**src/rtl/i2c_target.sv**
```systemverilog
// I2C target: oversampled SCL/SDA, START/STOP detection, 7-bit address match,
// byte-wide receive/transmit handshake toward the register side. SDA is open-drain.
module i2c_target #(
   parameter logic [6:0]  TARGET_ADDR = 7'h50,
   parameter int unsigned SYNC_STAGES = 2
) (
   input  logic       clk_i,
   input  logic       rst_i,
   input  logic       scl_i,
   input  logic       sda_i,
   output logic       sda_oe_o,
   input  logic       ack_en_i,
   input  logic [7:0] tx_data_i,
   output logic       tx_req_o,
   output logic [7:0] rx_data_o,
   output logic       rx_valid_o,
   output logic       rw_o,
   output logic       busy_o,
   output logic       start_o,
   output logic       stop_o
);

   typedef enum logic [2:0] {
      StIdle,
      StAddr,
      StAddrAck,
      StRx,
      StRxAck,
      StTx,
      StTxAck
   } state_e;

   // Synchronizers reset high so a released bus never looks like an edge.
   logic [SYNC_STAGES-1:0] scl_sync, sda_sync;
   logic                   scl_hist, sda_hist;

   always_ff @(posedge clk_i or posedge rst_i) begin
      if (rst_i) begin
         scl_sync <= '1;
         sda_sync <= '1;
         scl_hist <= 1'b1;
         sda_hist <= 1'b1;
      end else begin
         scl_sync <= {scl_sync[SYNC_STAGES-2:0], scl_i};
         sda_sync <= {sda_sync[SYNC_STAGES-2:0], sda_i};
         scl_hist <= scl_sync[SYNC_STAGES-1];
         sda_hist <= sda_sync[SYNC_STAGES-1];
      end
   end

   logic scl_s, sda_s;
   logic scl_rise, scl_fall, start_det, stop_det;

   assign scl_s     = scl_sync[SYNC_STAGES-1];
   assign sda_s     = sda_sync[SYNC_STAGES-1];
   assign scl_rise  = scl_s & ~scl_hist;
   assign scl_fall  = ~scl_s & scl_hist;
   assign start_det = scl_s & scl_hist & sda_hist & ~sda_s;
   assign stop_det  = scl_s & scl_hist & ~sda_hist & sda_s;

   state_e     state_q, state_d;
   logic [2:0] cnt_q, cnt_d;
   logic [7:0] shift_q, shift_d;
   logic [7:0] rx_data_q, rx_data_d;
   logic       pend_q, pend_d;
   logic       sda_oe_q, sda_oe_d;
   logic       rx_valid_q, rx_valid_d;
   logic       tx_req_q, tx_req_d;
   logic       rw_q, rw_d;
   logic       busy_q, busy_d;
   logic       start_q, start_d;
   logic       stop_q, stop_d;
   logic [7:0] byte_in;

   assign byte_in = {shift_q[6:0], sda_s};

   always_ff @(posedge clk_i or posedge rst_i) begin
      if (rst_i) begin
         state_q    <= StIdle;
         cnt_q      <= '0;
         shift_q    <= '0;
         rx_data_q  <= '0;
         pend_q     <= 1'b0;
         sda_oe_q   <= 1'b0;
         rx_valid_q <= 1'b0;
         tx_req_q   <= 1'b0;
         rw_q       <= 1'b0;
         busy_q     <= 1'b0;
         start_q    <= 1'b0;
         stop_q     <= 1'b0;
      end else begin
         state_q    <= state_d;
         cnt_q      <= cnt_d;
         shift_q    <= shift_d;
         rx_data_q  <= rx_data_d;
         pend_q     <= pend_d;
         sda_oe_q   <= sda_oe_d;
         rx_valid_q <= rx_valid_d;
         tx_req_q   <= tx_req_d;
         rw_q       <= rw_d;
         busy_q     <= busy_d;
         start_q    <= start_d;
         stop_q     <= stop_d;
      end
   end

   // pend_q marks "byte/ack bit seen at the rise, act on the following fall".
   always_comb begin
      state_d    = state_q;
      cnt_d      = cnt_q;
      shift_d    = shift_q;
      rx_data_d  = rx_data_q;
      pend_d     = pend_q;
      sda_oe_d   = sda_oe_q;
      rx_valid_d = 1'b0;
      tx_req_d   = 1'b0;
      rw_d       = rw_q;
      busy_d     = busy_q;
      start_d    = 1'b0;
      stop_d     = 1'b0;

      if (stop_det) begin
         stop_d   = 1'b1;
         sda_oe_d = 1'b0;
         busy_d   = 1'b0;
         pend_d   = 1'b0;
         state_d  = StIdle;
      end else if (start_det) begin
         start_d  = 1'b1;
         sda_oe_d = 1'b0;
         pend_d   = 1'b0;
         cnt_d    = '0;
         state_d  = StAddr;
      end else begin
         unique case (state_q)
            StIdle: ;
            StAddr: begin
               if (scl_rise && !pend_q) begin
                  shift_d = byte_in;
                  cnt_d   = cnt_q + 3'd1;
                  if (cnt_q == 3'd7) begin
                     if (byte_in[7:1] == TARGET_ADDR) begin
                        rw_d   = byte_in[0];
                        busy_d = 1'b1;
                        pend_d = 1'b1;
                     end else begin
                        busy_d  = 1'b0;
                        state_d = StIdle;
                     end
                  end
               end else if (scl_fall && pend_q) begin
                  pend_d   = 1'b0;
                  sda_oe_d = 1'b1;
                  state_d  = StAddrAck;
               end
            end
            StAddrAck: begin
               if (scl_rise && rw_q) tx_req_d = 1'b1;
               if (scl_fall) begin
                  cnt_d = '0;
                  if (rw_q) begin
                     shift_d  = tx_data_i;
                     sda_oe_d = ~tx_data_i[7];
                     state_d  = StTx;
                  end else begin
                     sda_oe_d = 1'b0;
                     state_d  = StRx;
                  end
               end
            end
            StRx: begin
               if (scl_rise && !pend_q) begin
                  shift_d = byte_in;
                  cnt_d   = cnt_q + 3'd1;
                  if (cnt_q == 3'd7) begin
                     rx_data_d  = byte_in;
                     rx_valid_d = 1'b1;
                     pend_d     = 1'b1;
                  end
               end else if (scl_fall && pend_q) begin
                  pend_d   = 1'b0;
                  sda_oe_d = ack_en_i;
                  state_d  = StRxAck;
               end
            end
            StRxAck: begin
               // sda_oe_q still holds the ACK/NACK we drove during this bit.
               if (scl_fall) begin
                  sda_oe_d = 1'b0;
                  cnt_d    = '0;
                  if (sda_oe_q) begin
                     state_d = StRx;
                  end else begin
                     busy_d  = 1'b0;
                     state_d = StIdle;
                  end
               end
            end
            StTx: begin
               if (scl_rise && !pend_q) begin
                  cnt_d = cnt_q + 3'd1;
                  if (cnt_q == 3'd7) pend_d = 1'b1;
               end else if (scl_fall) begin
                  if (pend_q) begin
                     pend_d   = 1'b0;
                     sda_oe_d = 1'b0;
                     state_d  = StTxAck;
                  end else begin
                     shift_d  = {shift_q[6:0], 1'b0};
                     sda_oe_d = ~shift_q[6];
                  end
               end
            end
            StTxAck: begin
               if (scl_rise && !pend_q) begin
                  if (!sda_s) begin
                     tx_req_d = 1'b1;
                     pend_d   = 1'b1;
                  end else begin
                     busy_d  = 1'b0;
                     state_d = StIdle;
                  end
               end else if (scl_fall && pend_q) begin
                  pend_d   = 1'b0;
                  cnt_d    = '0;
                  shift_d  = tx_data_i;
                  sda_oe_d = ~tx_data_i[7];
                  state_d  = StTx;
               end
            end
            default: state_d = StIdle;
         endcase
      end
   end

   assign sda_oe_o   = sda_oe_q;
   assign tx_req_o   = tx_req_q;
   assign rx_data_o  = rx_data_q;
   assign rx_valid_o = rx_valid_q;
   assign rw_o       = rw_q;
   assign busy_o     = busy_q;
   assign start_o    = start_q;
   assign stop_o     = stop_q;

endmodule

```
**config.mk**
```make
export PLATFORM = sky130hd
export DESIGN_NAME = i2c_target
export DESIGN_NICKNAME = d
export VERILOG_FILES = /design/src/rtl/i2c_target.sv
export SDC_FILE = /design/constraint.sdc
export NUM_CORES = 1
export LEC_CHECK = 0
export BUFFER_PORTS_ARGS = -buffer_cell sky130_fd_sc_hd__buf_2
export CORE_ASPECT_RATIO = 0.5
export CORE_MARGIN = 8
export CORE_UTILIZATION = 50
export DETAILED_ROUTE_END_ITERATION = 6
export HOLD_SLACK_MARGIN = 0.05
export PLACE_DENSITY = 0.82
export RECOVER_POWER = 100
export SLEW_MARGIN = 20
export SYNTH_ARGS = -nofsm -noshare
export SYNTH_HDL_FRONTEND = slang
export SYNTH_SLANG_ARGS = --single-unit
```
**constraint.sdc**
```tcl
create_clock -name clk_i -period 2.4 [get_ports clk_i]
set_input_delay 0.36 -clock clk_i [delete_from_list [all_inputs] [get_ports clk_i]]
set_output_delay 0.36 -clock clk_i [all_outputs]
set_load 0.02 [all_outputs]
```
# After elaboration in Yosys (flattened, before gate mapping)
# Cells that the tools add are included.
# op_classes
div_mod_pow	0
order_cmp	0
muxes	85
n_mul	0
bitwise_logic	15
shifts	0
addsub	1
reduce_logical	21
eq_ne	47
# op_table
cell	n
$mux W3	22
$mux W7	8
$mux W1	47
$ne A4 B4 Y1 const B	11
$ne A5 B5 Y1 const B	8
$pmux W7 S4	1
$ne A3 B3 Y1 const B	9
$reduce_and A11 Y1	2
$pmux W3 S7	1
$ne A2 B2 Y1 const B	7
$reduce_and A13 Y1	1
$eq A3 B3 Y1 const B	4
$reduce_and A6 Y1	2
$reduce_bool A4 Y1	3
$reduce_and A5 Y1	2
$pmux W3 S3	1
$not A1 Y1	8
$reduce_and A8 Y1	1
$reduce_bool A8 Y1	1
$and A1 B1 Y1	7
$eq A7 B7 Y1 const B	1
$eq A3 B2 Y1 const B	2
$ne A3 B1 Y1 const B	2
$pmux W1 S6	1
13 further kinds	17
# totals
out_inout_bits	15
ram_bits	0
latchBits	0
register_bits	35
inputBits	13
wordCells	185
mem_bits_ro	0
mem_count	0

# Longest topological paths before layout
# Gate-level depths: netlist of the first run.
# logic_depth
ltp_word	8
depth_mapped	7
mapped_depth_nobuf	6

# Worst setup path before layout of the first run
# Ideal clock, no wire load.
# synth_timing
path_kind	register -> register
start	register scl_hist
end	register shift_q[1]
path_stages_with_launch	6
required_ps	2275
period_less_slack_ps	1863
n_path_buf	1
slack_ps	537
t_arrival_ps	1738
setup_time_ps	125
path_cell_list	dfstp_2 -> buf_4 -> and2b_2 -> nand3_1 -> a221oi_4 -> mux2_2
# synth_via
elab_chain_len	5
word_cells_on_any_way	19
cone_classes	eq/ne (6); bitwise (10); reduce/logical (3)
# synth_rtl
element	line_no	rtl
from (decl)	35	logic scl_hist, sda_hist;
from (signal assigned)	46	scl_hist <= scl_sync[SYNC_STAGES-1];
$and A1 B1 Y1 or $not A1 Y1 (tied branches)	58, 59, 56	
$and A1 B1 Y1, on equally long branches	58, 56, 59	
$and A1 B1 Y1 (tied with other cells)	58	assign start_det = scl_s & scl_hist & sda_hist & ~sda_s;
$not A1 Y1 (no source line) (tied with other cells)	n/a	
$reduce_and A11 Y1 (no source line) *	n/a	
to (signal assigned)	94	shift_q <= shift_d;
to (decl)	63	logic [7:0] shift_q, shift_d;
# Mark *: on every way between the ends. The rest lies on a longest branch, timed or not.
# A chain may end at the register's enable or synchronous reset.

# Final worst setup path of the first run
# layout_timing
start	register scl_sync[1]
end	register shift_q[6]
# layout_via
elab_chain_len	5
word_cells_on_any_way	19
cone_classes	eq/ne (6); bitwise (10); reduce/logical (3)
# layout_rtl
element	line_no	rtl
from (decl)	34	logic [SYNC_STAGES-1:0] scl_sync, sda_sync;
from (signal assigned)	44	scl_sync <= {scl_sync[SYNC_STAGES-2:0], scl_i};
$and A1 B1 Y1 or $not A1 Y1 (tied branches)	58, 59, 57	
$and A1 B1 Y1, on equally long branches	58, 57, 59	
$and A1 B1 Y1 (tied with other cells)	58	
$not A1 Y1 (no source line) or $ne A2 B2 Y1 (tied branches)	n/a	
$reduce_and A11 Y1 (no source line) *	n/a	
# Marked as above.

==> flow_summary.html, run 1 <==
<table>
<tr><th>Metric</th><th>Value</th></tr>
<tr><th colspan="2">Status</th></tr>
<tr><td>Run status</td><td>completed</td></tr>
<tr><th colspan="2">Drt</th></tr>
<tr><td>Residual DRC count</td><td>0</td></tr>
<tr><td>DR vias</td><td>1,635</td></tr>
<tr><td>Antenna-violating nets left</td><td>0</td></tr>
<tr><td>Drt pass-1 iters</td><td>5</td></tr>
<tr><td>DR iter-0 viols</td><td>200</td></tr>
<tr><td>Wire length reported by the detailed router</td><td>4991 µm</td></tr>
<tr><td>Routed via count divided by cell count</td><td>6.101</td></tr>
<tr><td>Avg WL per Cell</td><td>18.62 µm</td></tr>
<tr><th colspan="2">Timing</th></tr>
<tr><td>Number of pins with negative max-slew slack in the final report</td><td>0</td></tr>
<tr><td>Relative slew slack</td><td>47.33%</td></tr>
<tr><td>Worst Tran Pin Value</td><td>0.7901 ns</td></tr>
<tr><td>Final setup violating endpoints</td><td>0</td></tr>
<tr><td>Unrepaired setup endpoints after global routing</td><td>no</td></tr>
<tr><td>Post-layout minimum cycle time</td><td>2.272 ns</td></tr>
<tr><td>Final hold vios</td><td>0</td></tr>
<tr><td>Setup Skew</td><td>0.005076 ns</td></tr>
<tr><td>Ratio of final minimum period to clock period</td><td>94.68%</td></tr>
<tr><td>TNS Setup</td><td>0 ns</td></tr>
<tr><td>Highest clock frequency the design can meet</td><td>440.1 MHz</td></tr>
<tr><th colspan="2">Clock network</th></tr>
<tr><td>TritonCTS clock tree</td><td>done</td></tr>
<tr><td>Later-pin clock latency in the skew report</td><td>0.29 ns</td></tr>
<tr><td>Number of gates resized after CTS</td><td>0</td></tr>
<tr><td>Reg clk slew, reported paths</td><td>0.08 ns</td></tr>
<tr><td>Maximum root-to-sink buffer count</td><td>2</td></tr>
<tr><td>Setup Fix Bufs, Post-CTS</td><td>0</td></tr>
<tr><td>Htree depth</td><td>2</td></tr>
<tr><td>Number of buffers added by the clock tree synthesis step</td><td>5</td></tr>
<tr><td>Clock tree root driver cell</td><td>clkbuf_8</td></tr>
<tr><td>Clock Sink Count</td><td>35</td></tr>
<tr><td>Number of buffers inserted by hold repair at cts</td><td>1</td></tr>
<tr><th colspan="2">Floorplan</th></tr>
<tr><td>Initial core utilization</td><td>51.07%</td></tr>
<tr><td>Row count</td><td>16</td></tr>
<tr><td>Chip Height</td><td>60.31 µm</td></tr>
<tr><td>Io pins</td><td>28</td></tr>
<tr><td>X dimension of the die</td><td>104.6 µm</td></tr>
<tr><td>Floorplan core area</td><td>0.003844 mm²</td></tr>
<tr><td>Die Outline Area</td><td>0.006309 mm²</td></tr>
<tr><th colspan="2">Setup path</th></tr>
<tr><td>Required time of the critical path</td><td>2.58 ns</td></tr>
<tr><td>Startpoint kind of the worst setup timing path</td><td>register</td></tr>
<tr><td>Critical Path, Cell by Cell</td><td>inv_1 -&gt; nor3_1 -&gt; o21ai_1 -&gt; a221oi_4 -&gt; mux2_2</td></tr>
<tr><td>Number of cells traversed by the worst register-to-register path</td><td>5</td></tr>
<tr><td>Cell with the largest stage delay on the worst path</td><td>dfstp_1</td></tr>
<tr><td>Reg-to-reg critical path endpoint</td><td>shift_q[6]</td></tr>
<tr><td>Category of the worst setup path capture point</td><td>register</td></tr>
<tr><td>Crit Path Class</td><td>reg2reg</td></tr>
<tr><td>Maximum fanout encountered on the critical timing path</td><td>10</td></tr>
<tr><td>Setup slack of the most critical reg-to-reg path</td><td>0.13 ns</td></tr>
<tr><td>Critical path buffer and inverter count</td><td>1</td></tr>
<tr><td>Critical R2R Launch</td><td>scl_sync[1]</td></tr>
<tr><td>Family with the most delay on the worst path</td><td>flip-flops</td></tr>
<tr><td>Data arrival time of the critical path</td><td>2.45 ns</td></tr>
<tr><td>Critical Path Max Stage Delay</td><td>0.68 ns</td></tr>
<tr><th colspan="2">Worst hold path</th></tr>
<tr><td>Hold Path Sink</td><td>sda_sync[0]</td></tr>
<tr><td>Number of cells on the worst hold path</td><td>1</td></tr>
<tr><td>Launch point of the worst hold path</td><td>sda_i</td></tr>
<tr><td>Worst Hold Class</td><td>in2reg</td></tr>
<tr><th colspan="2">Pwr</th></tr>
<tr><td>Leakage power summed over all cells</td><td>0.9886 nW</td></tr>
<tr><td>Logic pwr share</td><td>34.7%</td></tr>
<tr><td>NetSw</td><td>0.8758 mW</td></tr>
<tr><td>Clk pwr share</td><td>24.8%</td></tr>
<tr><td>Total power of the final layout</td><td>2.258 mW</td></tr>
<tr><td>Switching Fraction</td><td>38.79%</td></tr>
<tr><td>Sequential cell fraction of total power</td><td>40.5%</td></tr>
<tr><td>Cell internal power dissipation</td><td>1.382 mW</td></tr>
<tr><td>Max rail drop VDD</td><td>0.6095 mV</td></tr>
<tr><td>Power density cells</td><td>1012 mW/mm²</td></tr>
<tr><th colspan="2">Synthesis</th></tr>
<tr><td>Cell count after synthesis</td><td>184</td></tr>
<tr><td>Most frequently used flop master after synthesis</td><td>dfrtp_1</td></tr>
<tr><td>Net count after synthesis</td><td>199</td></tr>
<tr><td>Ys Warns</td><td>0</td></tr>
<tr><td>Average footprint of a synthesized cell</td><td>10.67 µm²</td></tr>
<tr><td>Seq cells post-synth</td><td>35</td></tr>
<tr><td>Post-synthesis sequential area ratio</td><td>45.00%</td></tr>
<tr><td>Number of synthesized flops with an enable pin</td><td>0</td></tr>
<tr><td>Asr flop ratio synth</td><td>100.0%</td></tr>
<tr><td>Synth cell types</td><td>51</td></tr>
<tr><td>Post-Syn Area</td><td>0.001963 mm²</td></tr>
<tr><th colspan="2">GRT</th></tr>
<tr><td>Overall Global Routing Usage</td><td>16.69%</td></tr>
<tr><td>First-pass GRT wire length</td><td>8162 µm</td></tr>
<tr><td>Overflow left after global routing</td><td>0</td></tr>
<tr><td>Maximum number of pins on one net before global-route repair</td><td>32</td></tr>
<tr><td>Via count of the first global-routing pass</td><td>1,592</td></tr>
<tr><td>Number of antenna violations at the first check in global routing</td><td>0</td></tr>
<tr><th colspan="2">Placement</th></tr>
<tr><td>RePlAce Congestion</td><td>0.8793</td></tr>
<tr><td>Placed wire-length estimate</td><td>3460 µm</td></tr>
<tr><td>Count of input and output buffers</td><td>27</td></tr>
<tr><th colspan="2">Flow run</th></tr>
<tr><td>Max-cap violations</td><td>0</td></tr>
<tr><th colspan="2">Layout</th></tr>
<tr><td>Share of cells above drive strength 1</td><td>26.17%</td></tr>
<tr><td>Number of diodes</td><td>0</td></tr>
<tr><td>Area growth syn-to-layout</td><td>13.64%</td></tr>
<tr><td>Total number of nets in the final design</td><td>228</td></tr>
<tr><td>Filler Cell Count</td><td>350</td></tr>
</table>
[cell type report]
class                           instances  area, µm²  share of cell area, %
Tap cell                               54      67.56                  3.029
Multi-Input combinational cell        135       1003                  44.98
Sequential cell                        35      883.3                  39.60
Clock buffer                            5      68.82                  3.085
Clock inverter                          3      46.29                  2.075
Inverter                                5      18.77                 0.8413
Timing Repair Buffer                   31      142.6                  6.394
[synth_stat cells (all sizes together), types with 2 or more instances]
library cell | instances | area, µm²
dfstp | 6 | 157.7
o211ai | 2 | 15.01
and3 | 2 | 12.51
nand4 | 2 | 12.51
nor3b | 2 | 26.28
ha | 2 | 25.02
buf | 8 | 45.04
mux2i | 2 | 20.02
a21oi | 3 | 15.01
a22o | 3 | 26.28
xor2 | 2 | 17.52
mux2 | 24 | 270.3
nor4 | 2 | 12.51
o221ai | 2 | 17.52
nor3 | 6 | 35.03
nor2b | 6 | 37.54
a221oi | 2 | 35.04
nand2 | 7 | 26.28
a311o | 3 | 30.03
nand2b | 6 | 37.54
a22oi | 2 | 15.01
nor2 | 15 | 58.81
a21o | 2 | 15.01
a31oi | 2 | 12.51
o21ai | 14 | 73.82
dfrtp | 29 | 725.7
and4 | 3 | 26.28
nand3 | 7 | 35.03
inv | 5 | 18.76
[power groups by stage]
stage               clock (mW)  sequential, mW  combinational (mW)
detailed placement           0           0.921               0.772
floorplan                    0           0.808               0.693
global route             0.595           0.937               0.856
CTS                      0.567           0.910               0.785
global placement             0           0.909               0.755
finish                   0.561           0.914               0.784
[cell families (layout without fill, tap and decap cells)]
kind of cell	after synthesis	in the layout	synth area share (%)
AO/OA/AOI/OAI	42	42	15.87
XOR/XNOR	2	2	0.8925
adder cells (fa/ha/maj)	2	2	1.274
buffers and inverters	14	44	3.441
flip-flops	35	35	45.00
multiplexers	26	26	14.79
AND/OR/NAND/NOR	63	63	18.74
[layer usage]
| layer | vias up | GRT usage (%) | routed length [µm] |
|---|---|---|---|
| met3 | 13 | 4.086 | 353 |
| met1 | 793 | 21.01 | 2258 |
| met4 | 0 | 8.233 | 110 |
| met2 | 85 | 26.82 | 2269 |
| met5 | - | 0 | 0 |
| li1 | 744 | - | - |
[sequential cells by signal, summed over array words and instances, names as in the netlist]
signal / cells
busy_o: 1
cnt_q: 3
pend_q: 1
rw_o: 1
rx_data_o: 8
rx_valid_o: 1
scl_hist: 1
scl_sync: 2
sda_hist: 1
sda_oe_o: 1
sda_sync: 2
shift_q: 7
start_o: 1
state_q: 3
stop_o: 1
tx_req_o: 1
[layout by cell type (no fill, tap or decap), types with 3 or more instances in the layout]
cell type / synthesis / routed
clkbuf_1: 1 / 16
nor2b_1: 6 / 6
and4_1: 3 / 3
mux2_2: 23 / 23
clkbuf_8: 0 / 5
a22o_1: 3 / 3
nand2b_1: 6 / 6
dfrtp_1: 29 / 29
a311o_1: 3 / 3
o21ai_0: 11 / 11
buf_2: 6 / 12
a21oi_1: 3 / 3
nor3_1: 5 / 5
dfstp_1: 0 / 3
nand3_1: 7 / 7
inv_1: 4 / 4
nand2_1: 7 / 7
nor2_1: 14 / 14
dfstp_2: 6 / 3
[how the worst max path moves through the flow]
stage	start	to	slack, ns	depth (start not counted)
finish	scl_sync[1]	shift_q[6]	0.13	5
global route	scl_sync[1]	rx_data_o[0]	0.09	3
CTS	state_q[1]	shift_q[6]	0.24	5
detailed placement	state_q[1]	shift_q[6]	0.25	5
global placement	state_q[1]	shift_q[1]	0.32	5
floorplan	scl_hist	shift_q[1]	0.54	5
[worst register-to-register path, stage by stage (launching register included)]
cell,delay (ns)
dfstp_1,0.68
inv_1,0.13
nor3_1,0.30
o21ai_1,0.17
a221oi_4,0.48
mux2_2,0.40
[metrics by stage]
| stage | hold WS (ns) | cell area (µm²) | cells | utilization (%) | setup slack, ns |
|---|---|---|---|---|---|
| after floorplan | 0.3452 | 1963 | 184 | - | 0.5368 |
| after global placement | 0.2509 | 2140 | 259 | 55.66 | 0.3214 |
| after detailed placement | 0.2647 | 2140 | 259 | 55.66 | 0.2457 |
| after CTS | 0.1555 | 2265 | 268 | 58.92 | 0.2393 |
| after global routing | 0.1498 | 2231 | 268 | 58.04 | 0.08988 |
| final | 0.1609 | 2231 | 268 | 58.04 | 0.1278 |
Note: power is estimated with default switching activity, not from simulation.
==> run 2, diff against run 1 <==
Settings changed: RECOVER_POWER 100 to 25.
==> flow_summary.html, run 2 (synthesized netlist as in run 1, its figures left out) <==
<table>
<tr><th>Metric</th><th>Value</th></tr>
<tr><th colspan="2">Setup path</th></tr>
<tr><td>Worst Setup SP</td><td>scl_sync[1] (unchanged)</td></tr>
<tr><td>Reg-to-reg critical path endpoint</td><td>shift_q[6] (unchanged)</td></tr>
<tr><td>Critical Path, Cell by Cell</td><td>inv_1 -&gt; nor3_1 -&gt; o21ai_1 -&gt; a221oi_4 -&gt; mux2_2 (unchanged)</td></tr>
<tr><td>Crit Path Class</td><td>reg2reg (unchanged)</td></tr>
<tr><td>Required time of the critical path</td><td>2.58 ns (about the same)</td></tr>
<tr><td>Startpoint kind of the worst setup timing path</td><td>register (unchanged)</td></tr>
<tr><td>Data arrival time of the critical path</td><td>2.41 ns (was 2.45 ns)</td></tr>
<tr><td>Number of cells traversed by the worst register-to-register path</td><td>5 (unchanged)</td></tr>
<tr><td>Setup slack of the most critical reg-to-reg path</td><td>0.18 ns (was 0.13 ns)</td></tr>
<tr><td>Critical Path Max Stage Delay</td><td>0.67 ns (was 0.68 ns)</td></tr>
<tr><td>Worst setup path end</td><td>shift_q[6] (unchanged)</td></tr>
<tr><td>Category of the worst setup path capture point</td><td>register (unchanged)</td></tr>
<tr><td>Critical R2R Launch</td><td>scl_sync[1] (unchanged)</td></tr>
<tr><td>Cell with the largest stage delay on the worst path</td><td>dfstp_1 (unchanged)</td></tr>
<tr><td>Maximum fanout encountered on the critical timing path</td><td>10 (unchanged)</td></tr>
<tr><th colspan="2">Clock network</th></tr>
<tr><td>Htree depth</td><td>2 (unchanged)</td></tr>
<tr><td>Clock Sink Count</td><td>35 (unchanged)</td></tr>
<tr><td>Later-pin clock latency in the skew report</td><td>0.29 ns (about the same)</td></tr>
<tr><td>Maximum root-to-sink buffer count</td><td>2 (unchanged)</td></tr>
<tr><td>Clock tree root driver cell</td><td>clkbuf_8 (unchanged)</td></tr>
<tr><td>Number of buffers added by the clock tree synthesis step</td><td>5 (unchanged)</td></tr>
<tr><td>Number of gates resized after CTS</td><td>0 (unchanged)</td></tr>
<tr><td>Reg clk slew, reported paths</td><td>0.08 ns (about the same)</td></tr>
<tr><td>TritonCTS clock tree</td><td>done (unchanged)</td></tr>
<tr><th colspan="2">Drt</th></tr>
<tr><td>Wire length reported by the detailed router</td><td>4970 µm (was 4991 µm)</td></tr>
<tr><td>DR iter-0 viols</td><td>192 (was 200)</td></tr>
<tr><td>Drt pass-1 iters</td><td>5 (unchanged)</td></tr>
<tr><td>Routed via count divided by cell count</td><td>6.078 (was 6.101)</td></tr>
<tr><td>Avg WL per Cell</td><td>18.54 µm (was 18.62 µm)</td></tr>
<tr><td>Residual DRC count</td><td>0 (unchanged)</td></tr>
<tr><td>Antenna-violating nets left</td><td>0 (unchanged)</td></tr>
<tr><td>DR vias</td><td>1,629 (was 1,635)</td></tr>
<tr><th colspan="2">Floorplan</th></tr>
<tr><td>Io pins</td><td>28 (unchanged)</td></tr>
<tr><td>Die Outline Area</td><td>0.006309 mm² (unchanged)</td></tr>
<tr><td>Row count</td><td>16 (unchanged)</td></tr>
<tr><td>Chip Height</td><td>60.31 µm (unchanged)</td></tr>
<tr><td>X dimension of the die</td><td>104.6 µm (unchanged)</td></tr>
<tr><td>Floorplan core area</td><td>0.003844 mm² (unchanged)</td></tr>
<tr><td>Initial core utilization</td><td>51.07% (unchanged)</td></tr>
<tr><th colspan="2">Layout</th></tr>
<tr><td>Area growth syn-to-layout</td><td>14.72% (was 13.64%)</td></tr>
<tr><td>Post-Layout Inst Area</td><td>0.002252 mm² (was 0.002231 mm²)</td></tr>
<tr><td>Flip-flop count of the largest register, all copies and words added</td><td>8 (unchanged)</td></tr>
<tr><td>Total number of nets in the final design</td><td>228 (unchanged)</td></tr>
<tr><td>Most common cell after layout, fill and taps aside</td><td>dfrtp_1 (unchanged)</td></tr>
<tr><td>Number of diodes</td><td>0 (unchanged)</td></tr>
<tr><td>Commonest non-fill, non-tap cells in the layout</td><td>29 x dfrtp_1, 23 x mux2_2, 17 x buf_2 (was 29 x dfrtp_1, 23 x mux2_2, 16 x clkbuf_1)</td></tr>
<tr><td>Share of cells above drive strength 1</td><td>29.44% (was 26.17%)</td></tr>
<tr><th colspan="2">Timing</th></tr>
<tr><td>Relative slew slack</td><td>52.90% (was 47.33%)</td></tr>
<tr><td>Post-layout minimum cycle time</td><td>2.223 ns (was 2.272 ns)</td></tr>
<tr><td>Worst Tran Pin Value</td><td>0.7065 ns (was 0.7901 ns)</td></tr>
<tr><td>Final setup violating endpoints</td><td>0 (unchanged)</td></tr>
<tr><td>Number of pins with negative max-slew slack in the final report</td><td>0 (unchanged)</td></tr>
<tr><td>Highest clock frequency the design can meet</td><td>449.9 MHz (was 440.1 MHz)</td></tr>
<tr><td>Unrepaired setup endpoints after global routing</td><td>no (unchanged)</td></tr>
<tr><td>TNS Setup</td><td>0 ns (unchanged)</td></tr>
<tr><td>Setup Skew</td><td>0.004966 ns (was 0.005076 ns)</td></tr>
<tr><td>Hold Worst Slack</td><td>0.1600 ns (was 0.1609 ns)</td></tr>
<tr><td>Ratio of final minimum period to clock period</td><td>92.62% (was 94.68%)</td></tr>
<tr><td>Final worst slack</td><td>0.1771 ns (was 0.1278 ns)</td></tr>
<tr><td>Final hold vios</td><td>0 (unchanged)</td></tr>
<tr><th colspan="2">Pwr</th></tr>
<tr><td>Power density cells</td><td>1009 mW/mm² (was 1012 mW/mm²)</td></tr>
<tr><td>Max rail drop VDD</td><td>0.6091 mV (was 0.6095 mV)</td></tr>
<tr><td>Leakage power summed over all cells</td><td>1.019 nW (was 0.9886 nW)</td></tr>
<tr><td>Total power of the final layout</td><td>2.272 mW (was 2.258 mW)</td></tr>
<tr><th colspan="2">GRT</th></tr>
<tr><td>Overflow left after global routing</td><td>0 (unchanged)</td></tr>
<tr><td>Maximum number of pins on one net before global-route repair</td><td>32 (unchanged)</td></tr>
<tr><td>Via count of the first global-routing pass</td><td>1,592 (unchanged)</td></tr>
<tr><td>Overall Global Routing Usage</td><td>16.69% (unchanged)</td></tr>
<tr><td>Number of antenna violations at the first check in global routing</td><td>0 (unchanged)</td></tr>
<tr><td>First-pass GRT wire length</td><td>8162 µm (unchanged)</td></tr>
<tr><th colspan="2">Placement</th></tr>
<tr><td>Placed cell areas</td><td>0.002140 mm² (unchanged)</td></tr>
<tr><td>Count of input and output buffers</td><td>27 (unchanged)</td></tr>
<tr><td>RePlAce Congestion</td><td>0.8793 (unchanged)</td></tr>
<tr><td>Worst slack after detailed placement</td><td>0.2457 ns (unchanged)</td></tr>
<tr><td>Placed wire-length estimate</td><td>3460 µm (unchanged)</td></tr>
<tr><th colspan="2">Status</th></tr>
<tr><td>Run status</td><td>completed (unchanged)</td></tr>
<tr><th colspan="2">Worst hold path</th></tr>
<tr><td>Worst Hold Class</td><td>in2reg (unchanged)</td></tr>
<tr><th colspan="2">Flow run</th></tr>
<tr><td>Max-cap violations</td><td>0 (unchanged)</td></tr>
</table>
[run 2: timing repair]
| action | 4_1_cts | 5_1_grt |
|---|---|---|
| endpoints found under the setup margin | 0 | 0 |
| endpoints found under the hold margin | 2 | 0 |
| setup buffers | 0 | 0 |
| hold buffers | 1 | 0 |
[run 2: power by group]
part / total (mW) / internal (mW) / switching [mW]
sequential: 0.918 / 0.702 / 0.215
clock: 0.562 / 0.313 / 0.248
combinational: 0.793 / 0.375 / 0.418
[run 2: worst min path at each step]
stage / startpoint / endpoint / slack (ns) / depth (start not counted)
floorplan: scl_sync[0] / scl_sync[1] / 0.35 / 0
global placement: rst_i / rx_data_o[1] / 0.25 / 2
detailed placement: rst_i / rx_data_o[1] / 0.26 / 2
CTS: scl_i / scl_sync[0] / 0.16 / 1
global route: sda_i / sda_sync[0] / 0.15 / 1
finish: sda_i / sda_sync[0] / 0.16 / 1
[run 2: area by class of cell]
type	instances	area [µm²]
clock buffer	5	68.82
clock inverter	3	46.29
fill	345	1592
inverter	5	18.77
multi-input combinational	135	1012
sequential	35	883.3
tap	54	67.56
timing repair buffer	31	155.1
[run 2: critical path: cells and delay by family, from the launching register on]
kind | cells | cell delay, ns
AO/OA/AOI/OAI | 2 | 0.64
buffers and inverters | 1 | 0.13
flip-flops | 1 | 0.67
multiplexers | 1 | 0.40
AND/OR/NAND/NOR | 1 | 0.27
[run 2: metal layers]
layer  global-route usage [%]  part of all wire [%]  up-vias
met4                    8.233                   1.8        0
met3                    4.086                   5.9        9
met2                    26.82                    46       73
met1                    21.01                    46      802
met5                        0                     0        -
li1                         -                     -      745
[run 2: metrics by stage]
| step | instances | util (%) |
|---|---|---|
| final | 268 | 58.59 |
| after global routing | 268 | 58.59 |
| after CTS | 268 | 58.92 |
| after detailed placement | 259 | 55.66 |
| after global placement | 259 | 55.66 |
| after floorplan | 184 | - |
==> run 3, diff against run 2 <==
Clock period 2.4 ns to 2.84 ns, I/O delays scaled along.
==> flow_summary.html, run 3 (synthesized netlist as in run 1, its figures left out) <==
<table>
<tr><th>Metric</th><th>Value</th></tr>
<tr><th colspan="2">Placement</th></tr>
<tr><td>Worst slack after detailed placement</td><td>0.6649 ns (was 0.2457 ns)</td></tr>
<tr><td>Placed wire-length estimate</td><td>3281 µm (was 3460 µm)</td></tr>
<tr><td>Placed cell areas</td><td>0.002125 mm² (was 0.002140 mm²)</td></tr>
<tr><td>Count of input and output buffers</td><td>27 (unchanged)</td></tr>
<tr><td>RePlAce Congestion</td><td>0.8881 (was 0.8793)</td></tr>
<tr><th colspan="2">Pwr</th></tr>
<tr><td>Max rail drop VDD</td><td>0.4827 mV (was 0.6091 mV)</td></tr>
<tr><td>Power density cells</td><td>852.2 mW/mm² (was 1009 mW/mm²)</td></tr>
<tr><td>Leakage power summed over all cells</td><td>1.056 nW (was 1.019 nW)</td></tr>
<tr><td>Total power of the final layout</td><td>1.914 mW (was 2.272 mW)</td></tr>
<tr><th colspan="2">Clock network</th></tr>
<tr><td>Number of buffers inserted by hold repair at cts</td><td>0 (was 1)</td></tr>
<tr><td>Later-pin clock latency in the skew report</td><td>0.29 ns (about the same)</td></tr>
<tr><td>Setup Fix Bufs, Post-CTS</td><td>0 (unchanged)</td></tr>
<tr><td>Clock tree root driver cell</td><td>clkbuf_8 (unchanged)</td></tr>
<tr><td>Number of buffers added by the clock tree synthesis step</td><td>5 (unchanged)</td></tr>
<tr><td>Reg clk slew, reported paths</td><td>0.08 ns (about the same)</td></tr>
<tr><td>TritonCTS clock tree</td><td>done (unchanged)</td></tr>
<tr><td>Clock Sink Count</td><td>35 (unchanged)</td></tr>
<tr><td>Htree depth</td><td>2 (unchanged)</td></tr>
<tr><td>Maximum root-to-sink buffer count</td><td>2 (unchanged)</td></tr>
<tr><td>Number of gates resized after CTS</td><td>0 (unchanged)</td></tr>
<tr><th colspan="2">Setup path</th></tr>
<tr><td>Maximum fanout encountered on the critical timing path</td><td>11 (was 10)</td></tr>
<tr><td>Required time of the critical path</td><td>3.01 ns (was 2.58 ns)</td></tr>
<tr><td>Number of cells traversed by the worst register-to-register path</td><td>5 (unchanged)</td></tr>
<tr><td>Critical Path, Cell by Cell</td><td>xor2_1 -&gt; o21ai_0 -&gt; o22ai_1 -&gt; nand3_1 -&gt; mux2_2 (was inv_1 -&gt; nor3_1 -&gt; o21ai_1 -&gt; a221oi_4 -&gt; mux2_2)</td></tr>
<tr><td>Critical R2R Launch</td><td>sda_sync[1] (was scl_sync[1])</td></tr>
<tr><td>Category of the worst setup path capture point</td><td>register (unchanged)</td></tr>
<tr><td>Cell with the largest stage delay on the worst path</td><td>dfstp_1 (unchanged)</td></tr>
<tr><td>Critical Path Max Stage Delay</td><td>0.75 ns (was 0.67 ns)</td></tr>
<tr><td>Reg-to-reg critical path endpoint</td><td>state_q[0] (was shift_q[6])</td></tr>
<tr><td>Setup slack of the most critical reg-to-reg path</td><td>0.61 ns (was 0.18 ns)</td></tr>
<tr><td>Data arrival time of the critical path</td><td>2.40 ns (was 2.41 ns)</td></tr>
<tr><td>Startpoint kind of the worst setup timing path</td><td>register (unchanged)</td></tr>
<tr><td>Crit Path Class</td><td>reg2reg (unchanged)</td></tr>
<tr><th colspan="2">GRT</th></tr>
<tr><td>Via count of the first global-routing pass</td><td>1,575 (was 1,592)</td></tr>
<tr><td>Overall Global Routing Usage</td><td>15.70% (was 16.69%)</td></tr>
<tr><td>Overflow left after global routing</td><td>0 (unchanged)</td></tr>
<tr><td>First-pass GRT wire length</td><td>7859 µm (was 8162 µm)</td></tr>
<tr><td>Number of antenna violations at the first check in global routing</td><td>0 (unchanged)</td></tr>
<tr><td>Maximum number of pins on one net before global-route repair</td><td>26 (was 32)</td></tr>
<tr><th colspan="2">Layout</th></tr>
<tr><td>Share of cells above drive strength 1</td><td>34.12% (was 29.44%)</td></tr>
<tr><td>Most common cell after layout, fill and taps aside</td><td>dfrtp_1 (unchanged)</td></tr>
<tr><td>Commonest non-fill, non-tap cells in the layout</td><td>29 x dfrtp_1, 27 x buf_2, 23 x mux2_2 (was 29 x dfrtp_1, 23 x mux2_2, 17 x buf_2)</td></tr>
<tr><td>Area taken by multi-input logic gates</td><td>0.001012 mm² (unchanged)</td></tr>
<tr><td>Area growth syn-to-layout</td><td>14.40% (was 14.72%)</td></tr>
<tr><td>Total number of nets in the final design</td><td>225 (was 228)</td></tr>
<tr><td>Post-Layout Inst Area</td><td>0.002246 mm² (was 0.002252 mm²)</td></tr>
<tr><td>Area taken by flip-flops and latches</td><td>883.3 µm² (unchanged)</td></tr>
<tr><td>Flip-flop count of the largest register, all copies and words added</td><td>8 (unchanged)</td></tr>
<tr><td>Filler Cell Count</td><td>353 (was 345)</td></tr>
<tr><td>Number of diodes</td><td>0 (unchanged)</td></tr>
<tr><th colspan="2">Timing</th></tr>
<tr><td>TNS Setup</td><td>0 ns (unchanged)</td></tr>
<tr><td>Final hold vios</td><td>0 (unchanged)</td></tr>
<tr><td>Ratio of final minimum period to clock period</td><td>78.39% (was 92.62%)</td></tr>
<tr><td>Relative slew slack</td><td>50.65% (was 52.90%)</td></tr>
<tr><td>Worst Tran Pin Value</td><td>0.7394 ns (was 0.7065 ns)</td></tr>
<tr><td>Final worst slack</td><td>0.6138 ns (was 0.1771 ns)</td></tr>
<tr><td>Final setup violating endpoints</td><td>0 (unchanged)</td></tr>
<tr><td>Setup Skew</td><td>0.006157 ns (was 0.004966 ns)</td></tr>
<tr><td>Hold Worst Slack</td><td>0.2265 ns (was 0.1600 ns)</td></tr>
<tr><td>Highest clock frequency the design can meet</td><td>449.2 MHz (was 449.9 MHz)</td></tr>
<tr><td>Unrepaired setup endpoints after global routing</td><td>no (unchanged)</td></tr>
<tr><td>Post-layout minimum cycle time</td><td>2.226 ns (was 2.223 ns)</td></tr>
<tr><td>Number of pins with negative max-slew slack in the final report</td><td>0 (unchanged)</td></tr>
<tr><th colspan="2">Floorplan</th></tr>
<tr><td>Chip Height</td><td>60.31 µm (unchanged)</td></tr>
<tr><td>Die Outline Area</td><td>0.006309 mm² (unchanged)</td></tr>
<tr><td>Io pins</td><td>28 (unchanged)</td></tr>
<tr><td>X dimension of the die</td><td>104.6 µm (unchanged)</td></tr>
<tr><td>Row count</td><td>16 (unchanged)</td></tr>
<tr><td>Initial core utilization</td><td>51.07% (unchanged)</td></tr>
<tr><td>Floorplan core area</td><td>0.003844 mm² (unchanged)</td></tr>
<tr><th colspan="2">Flow run</th></tr>
<tr><td>Max-cap violations</td><td>0 (unchanged)</td></tr>
<tr><th colspan="2">Worst hold path</th></tr>
<tr><td>Number of cells on the worst hold path</td><td>1 (unchanged)</td></tr>
<tr><td>Launch point of the worst hold path</td><td>sda_i (unchanged)</td></tr>
<tr><td>Hold Path Sink</td><td>sda_sync[0] (unchanged)</td></tr>
<tr><td>Worst Hold Class</td><td>in2reg (unchanged)</td></tr>
<tr><th colspan="2">Drt</th></tr>
<tr><td>Avg WL per Cell</td><td>18.11 µm (was 18.54 µm)</td></tr>
<tr><td>Residual DRC count</td><td>0 (unchanged)</td></tr>
<tr><td>Wire length reported by the detailed router</td><td>4799 µm (was 4970 µm)</td></tr>
<tr><td>Routed via count divided by cell count</td><td>6.117 (was 6.078)</td></tr>
<tr><td>DR vias</td><td>1,621 (was 1,629)</td></tr>
<tr><td>Drt pass-1 iters</td><td>5 (unchanged)</td></tr>
<tr><td>DR iter-0 viols</td><td>152 (was 192)</td></tr>
<tr><td>Antenna-violating nets left</td><td>0 (unchanged)</td></tr>
<tr><th colspan="2">Status</th></tr>
<tr><td>Run status</td><td>completed (unchanged)</td></tr>
</table>
run 3: per-layer routing:
metal / part of all wire (%) / up-vias / track usage [%]
li1: - / 739 / -
met2: 45 / 85 / 25.02
met1: 44 / 783 / 19.81
met3: 8.1 / 14 / 3.978
met4: 2.8 / 0 / 7.831
met5: 0 / - / 0
run 3: layout make-up:
class,instances,area share [%]
tap,54,3.008
sequential,35,39.33
timing repair buffer,28,6.351
inverter,5,0.8357
multi-input combinational,135,45.07
clock inverter,2,1.727
clock buffer,6,3.677
run 3: worst max-delay path by stage:
stage / start / endpoint / slack, ns / cells after the start
global placement: state_q[1] / shift_q[6] / 0.72 / 5
global route: state_q[1] / shift_q[4] / 0.50 / 5
CTS: state_q[1] / shift_q[4] / 0.64 / 5
finish: sda_sync[1] / state_q[0] / 0.61 / 5
detailed placement: state_q[1] / shift_q[2] / 0.66 / 5
floorplan: scl_hist / shift_q[1] / 0.98 / 5
run 3: through the flow:
| step | utilization [%] | instances |
|---|---|---|
| final | 58.43 | 265 |
| after global routing | 58.43 | 265 |
| after CTS | 58.43 | 265 |
| after detailed placement | 55.27 | 257 |
| after global placement | 55.27 | 257 |
| after floorplan | - | 184 |
run 3: report_power, final:
group          switching, mW  leakage [nW]  internal (mW)
sequential             0.190         0.446          0.594
combinational          0.339         0.548          0.309
clock                  0.193        0.0618          0.289
total                  0.723          1.06           1.19
run 3: critical path, delay by kind of cell (launching register included):
kind | cells | cell delay (ns)
xor gates and xnor gates | 1 | 0.15
and+or+nand+nor | 1 | 0.13
DFF | 1 | 0.75
muxes | 1 | 0.34
AOI/OAI and AO/OA | 2 | 0.73
